$ cat src/rtl/monster_lane_engine.sv
// Four-lane monster engine: LFSR spawning, per-tick advance/strike, RUN/OVER FSM, saturating score.
// Optional build macro SPEEDUP_EN adds a move_tick divider that speeds up every 8 kills.
module monster_lane_engine #(
    parameter int unsigned MONSTERS     = 12,
    parameter int unsigned STEPS        = 3,
    parameter int unsigned SPAWN_THRESH = 4,
    parameter logic [15:0] LFSR_SEED    = 16'hACE1,
    localparam int unsigned SW          = $clog2(STEPS),
    localparam int unsigned REC         = 3 + SW
) (
    input  logic                      clk_game,
    input  logic                      rst_n,
    input  logic                      toggle,
    input  logic                      move_tick,
    input  logic                      pressing,
    input  logic [1:0]                state_hero,
    output logic                      start,
    output logic                      game_over,
    output logic                      kill_pulse,
    output logic [15:0]               score,
    output logic [MONSTERS*REC-1:0]   state_monsters
);

    typedef enum logic [1:0] {StIdle, StRun, StOver} state_e;

    state_e              r_state;
    logic [15:0]         r_lfsr;
    logic [15:0]         r_score;
    logic                r_press_q;
    logic                r_latch;
    logic [1:0]          r_latch_dir;
    logic                r_start;
    logic                r_over;
    logic                r_kill;
    logic [MONSTERS-1:0] r_alive;
    logic [SW-1:0]       r_step [MONSTERS];
    logic [1:0]          r_lane [MONSTERS];

    logic [15:0]         w_lfsr_next;
    logic                w_press_edge;
    logic                w_spawn;
    logic                w_tick;
    logic                w_kill;
    logic                w_miss;
    logic                w_free;
    logic [MONSTERS-1:0] w_alive_d;
    logic [SW-1:0]       w_step_d [MONSTERS];
    logic [1:0]          w_lane_d [MONSTERS];

    assign w_lfsr_next  = {1'b0, r_lfsr[15:1]} ^ (r_lfsr[0] ? 16'hB400 : 16'h0000);
    assign w_press_edge = pressing && !r_press_q;
    assign w_spawn      = 32'(r_lfsr[3:0]) < SPAWN_THRESH;

`ifdef SPEEDUP_EN
    logic [2:0] r_div;
    logic [2:0] r_div_cnt;
    logic [2:0] r_kill_cnt;

    // >= keeps the count sane when the divisor shrinks mid-count
    assign w_tick = move_tick && (r_div_cnt >= r_div - 3'd1);

    always_ff @(posedge clk_game or negedge rst_n) begin
        if (!rst_n) begin
            r_div      <= 3'd4;
            r_div_cnt  <= '0;
            r_kill_cnt <= '0;
        end else if (r_state == StIdle && toggle) begin
            r_div      <= 3'd4;
            r_div_cnt  <= '0;
            r_kill_cnt <= '0;
        end else if (r_state == StRun && toggle && move_tick) begin
            r_div_cnt <= w_tick ? 3'd0 : r_div_cnt + 3'd1;
            if (w_tick && w_kill) begin
                r_kill_cnt <= r_kill_cnt + 3'd1;
                if (r_kill_cnt == 3'd7 && r_div > 3'd1) r_div <= r_div - 3'd1;
            end
        end
    end
`else
    assign w_tick = move_tick;
`endif

    // Every slot is evaluated from its pre-tick value; spawn goes to the first slot dead pre-tick.
    always_comb begin
        w_alive_d = r_alive;
        w_step_d  = r_step;
        w_lane_d  = r_lane;
        w_kill    = 1'b0;
        w_miss    = 1'b0;
        w_free    = 1'b0;
        for (int i = 0; i < MONSTERS; i++) begin
            if (r_alive[i]) begin
                if (r_step[i] != SW'(STEPS - 1)) begin
                    w_step_d[i] = r_step[i] + 1'b1;
                end else if (r_latch && r_latch_dir == (r_lane[i] ^ 2'b01)) begin
                    w_alive_d[i] = 1'b0;
                    w_step_d[i]  = '0;
                    w_lane_d[i]  = '0;
                    w_kill       = 1'b1;
                end else begin
                    w_miss = 1'b1;
                end
            end else if (!w_free) begin
                w_free = 1'b1;
                if (w_spawn) begin
                    w_alive_d[i] = 1'b1;
                    w_step_d[i]  = '0;
                    w_lane_d[i]  = r_lfsr[5:4];
                end
            end
        end
    end

    always_ff @(posedge clk_game or negedge rst_n) begin
        if (!rst_n) begin
            r_state     <= StIdle;
            r_lfsr      <= LFSR_SEED;
            r_score     <= '0;
            r_press_q   <= 1'b0;
            r_latch     <= 1'b0;
            r_latch_dir <= '0;
            r_start     <= 1'b0;
            r_over      <= 1'b0;
            r_kill      <= 1'b0;
            r_alive     <= '0;
            r_step      <= '{default: '0};
            r_lane      <= '{default: '0};
        end else begin
            r_lfsr    <= w_lfsr_next;
            r_press_q <= pressing;
            r_kill    <= 1'b0;
            if (w_press_edge) begin
                r_latch     <= 1'b1;
                r_latch_dir <= state_hero;
            end
            unique case (r_state)
                StIdle: begin
                    if (toggle) begin
                        r_state <= StRun;
                        r_start <= 1'b1;
                        r_score <= '0;
                    end
                end
                StRun: begin
                    if (!toggle) begin
                        r_state <= StIdle;
                        r_start <= 1'b0;
                        r_alive <= '0;
                        r_step  <= '{default: '0};
                        r_lane  <= '{default: '0};
                    end else if (w_tick) begin
                        if (!w_press_edge) r_latch <= 1'b0;
                        r_alive <= w_alive_d;
                        r_step  <= w_step_d;
                        r_lane  <= w_lane_d;
                        r_kill  <= w_kill;
                        if (w_kill && r_score != 16'hFFFF) r_score <= r_score + 16'd1;
                        if (w_miss) begin
                            r_state <= StOver;
                            r_start <= 1'b0;
                            r_over  <= 1'b1;
                        end
                    end
                end
                StOver: begin
                    if (!toggle) begin
                        r_state <= StIdle;
                        r_over  <= 1'b0;
                        r_alive <= '0;
                        r_step  <= '{default: '0};
                        r_lane  <= '{default: '0};
                    end
                end
                default: r_state <= StIdle;
            endcase
        end
    end

    assign start      = r_start;
    assign game_over  = r_over;
    assign kill_pulse = r_kill;
    assign score      = r_score;

    always_comb begin
        state_monsters = '0;
        for (int i = 0; i < MONSTERS; i++) begin
            state_monsters[i*REC +: REC] = {r_step[i], r_lane[i], r_alive[i]};
        end
    end

endmodule

$ cat config.mk
export PLATFORM = sky130hd
export DESIGN_NAME = monster_lane_engine
export DESIGN_NICKNAME = d
export VERILOG_FILES = /design/src/rtl/monster_lane_engine.sv
export SDC_FILE = /design/constraint.sdc
export NUM_CORES = 1
export LEC_CHECK = 0
export BUFFER_PORTS_ARGS = -buffer_cell sky130_fd_sc_hd__clkbuf_2
export CAP_MARGIN = 10
export CORE_MARGIN = 5
export CORE_UTILIZATION = 41
export DETAILED_ROUTE_END_ITERATION = 16
export MAX_ROUTING_LAYER = met4
export PLACE_DENSITY = 0.72
export SETUP_SLACK_MARGIN = 0.1
export SYNTH_ARGS = -nofsm -noshare
export SYNTH_HDL_FRONTEND = slang
export SYNTH_SLANG_ARGS = --single-unit
$ cat constraint.sdc
create_clock -name clk_game -period 2.85 [get_ports clk_game]
set_input_delay 0.285 -clock clk_game [delete_from_list [all_inputs] [get_ports clk_game]]
set_output_delay 0.285 -clock clk_game [all_outputs]
set_load 0.1 [all_outputs]
==> results.tsv <==
metric	value	unit
outcome	completed	
powerDensity	767	nW/um2
ctsHtreeMaxLevel	3	
cts.path.max_buffers	2	
dp_cells	806	
r2r_start	r_latch_dir[0]	
p_sw	2.18	mW
drive_gt1_share	27.2	%
r2r-end	score[4]	
switching_share	44.5	%
synth.distinct_cells	64	
period_share	92.0	%
hold_depth	1	
overflow	0	
internal_power	2.73	mW
end_kind	flop	
hold_viol_final	0	
wirelength	15600	um
synth_seq_cells	101	
syn_area	5410	um2
period_minus_slack	2620	ps
dieArea	15600	um2
critPathLaunchType	flop	
grt.total_usage	20.5	%
grt_max_degree	49	
ant_nets	0	
finalPower	4.91	mW
async_flop_share	100	%
clk_pin_slew	70	ps
io_buffers	85	
yosys.area.top_type	dfrtp_1	
drtIter0Drc	390	
nNetsFinal	653	
worstSkewPairLatency	360	ps
gp_congestion	0.923	
ys.flop_type	dfrtp_1	
synth_edf_count	0	
grt_pass1_wl	25600	um
p_comb_share	39.3	%
hold_class	input port to flop	
path_max_fanout	29	
netlist_instances	563	
via_per_inst	5.96	
grt_pass1_vias	5000	
fin_skew	9.73	ps
post_synth.cell_area_avg	9.61	um2
dp_hpwl	11300	um
cts_tree	built	
post_cts_buffers	0	
io_pins	86	
fin_tns_setup	0	ps
core-area	13100	um2
crit_family	simple AND/OR/NAND/NOR gates	
via_count	4901	
die_w	125	um
rsz0062_at_grt	no	
hold_end	r_press_q	
wl_per_cell	18.9	um
setup_viol	0	
slowest_stage	dfrtp_1	
cts.sinks	101	
area_delta_synth_final	18.3	%
syn-num-nets	574	
final_util	48.9	%
root_buffer	clkbuf_16	
num_rows	42	
die_h	125	um
num_antenna_cells	0	
synth_top_area_share	43.0	%
ir_drop	568	uV
path_cells	buf_4, xor2_1, nand4bb_1, o2111ai_1, nor4_2, buf_12, or4_1, a21oi_1	
tightestPinTransition	666	ps
final_cells	823	
synth-seq-area-share	46.9	%
power.leakage	2.82	nW
maxSlewHeadroom	55.2	%
start_util	41.3	%
worst_path_largest_cell_delay	690	ps
post_cts_resized	0	
crit_type	flop to flop	
maxSlewViolCount	0	
worstPathRequired	3130	ps
cts_made_buffers	9	
dr.pass1.iters	5	
reg2reg_slack	230	ps
grt_antenna_before_repair	0	
fmax	381	MHz
rr_worst_depth	8	
route.detailed.drc	0	
power_frac_clock	25.7	%
min_from	pressing	
synth_warnings	0	
drv_cap	0	
worstPathArrival	2900	ps
worst-path-buf-inv	2	
seq_power_share	35.0	%
synthTopCellsByArea	dfrtp_1 (43%), nand2_1 (4.4%), dfstp_2 (3.9%)	
cells by family after synthesis:
kind of cell / after synthesis / share of synthesized area, %
AND/OR/NAND/NOR: 202 / 20.4
AO/OA/AOI/OAI: 144 / 17.2
flip-flops: 101 / 46.9
buffers and inverters: 58 / 4.42
XOR/XNOR: 27 / 4.37
multiplexers: 27 / 5.71
adder cells (fa/ha/maj): 4 / 0.925
worst register-to-register path, stage by stage (launching register included):
cell       delay [ps]
dfrtp_1           690
buf_4             250
xor2_1            230
nand4bb_1         230
o2111ai_1         190
nor4_2            100
buf_12            170
or4_1             520
a21oi_1           170
cells in the final DEF, fill, tap and decap left out, types with 4 or more instances in the layout:
| cell | n |
|---|---|
| inv_1 | 21 |
| o211ai_1 | 5 |
| and3_1 | 4 |
| mux2_2 | 16 |
| clkbuf_16 | 9 |
| o21ai_0 | 29 |
| nand3b_1 | 9 |
| ha_1 | 4 |
| a21oi_1 | 30 |
| buf_4 | 19 |
| o31ai_1 | 27 |
| nand4bb_1 | 6 |
| or4_1 | 12 |
| clkbuf_2 | 84 |
| dfrtp_2 | 15 |
| a31oi_1 | 13 |
| xnor2_1 | 12 |
| nor4_1 | 13 |
| mux2_1 | 7 |
| dfstp_2 | 8 |
| or3_1 | 4 |
| nor2_1 | 31 |
| nand4_1 | 9 |
| nand2_1 | 63 |
| nor3_1 | 11 |
| xor2_1 | 15 |
| dfrtp_1 | 75 |
| o21ai_1 | 7 |
| nand3_1 | 13 |
per-layer routing:
layer	track usage [%]	vias to the layer above	part of all wire, %
li1	-	2232	-
met1	25.9	2430	44
met2	33.0	208	48
met3	4.55	31	6.6
met4	6.57	0	1.8
met5	-	-	0
sequential cells by signal, summed over array words and instances (netlist names):
name / cells
state_monsters: 48
r_lfsr: 16
score: 16
r_alive: 12
r_latch_dir: 2
r_state: 2
game_over: 1
kill_pulse: 1
r_latch: 1
r_press_q: 1
start: 1
stage by stage:
| stage | worst slack [ps] | cell area [um2] | hold slack (ps) |
|---|---|---|---|
| 2_1_floorplan | 103 | 5440 | -10.6 |
| 3_3_place_gp | 380 | 6090 | 334 |
| 3_5_place_dp | 305 | 6090 | 337 |
| 4_1_cts | 282 | 6400 | 49.2 |
| 5_1_grt | 101 | 6400 | 47.2 |
| 6_report | 228 | 6400 | 50.4 |
how the worst max path moves through the flow:
stage	slack, ps	start	cells past startpoint	end
after floorplan	100	r_alive[0]	8	state_monsters[59]
after global placement	380	r_alive[0]	6	state_monsters[59]
after detailed placement	300	r_latch_dir[0]	8	score[4]
after CTS	280	r_latch_dir[0]	8	score[4]
after global routing	100	r_latch_dir[0]	6	r_state[0]
final	230	r_latch_dir[0]	8	score[4]
power by group through the flow:
stage / Combinational, mW / Sequential, mW / Clock (mW)
6_report: 1.93 / 1.72 / 1.26
5_1_grt: 2.06 / 1.74 / 1.35
4_1_cts: 1.91 / 1.71 / 1.28
3_5_place_dp: 1.90 / 1.74 / 0
3_3_place_gp: 1.85 / 1.72 / 0
2_1_floorplan: 1.00 / 2.14 / 0
cells in the mapped netlist, types with 13 or more instances:
library cell and instances:
a21oi_1 30, a31oi_1 13, clkbuf_1 25, dfrtp_1 93, inv_1 21, mux2_2 16
nand2_1 63, nand3_1 13, nor2_1 31, nor4_1 14, o21ai_0 29, o31ai_1 27
xor2_1 15
timing repair:
action | 4_1_cts | 5_1_grt
endpoints found under the setup margin | 0 | 0
hold endpoints to repair | 44 | 0
hold buffers | 1 | 0
area by class of cell:
class,instances,area (um2)
Fill cell,1201,6690
Multi-Input combinational cell,404,2640
Sequential cell,101,2570
Timing Repair Buffer,105,593
Clock buffer,9,225
Tap cell,176,220
Inverter,21,78.8
Clock inverter,7,75.1
Note: power is estimated with default switching activity, not from simulation.
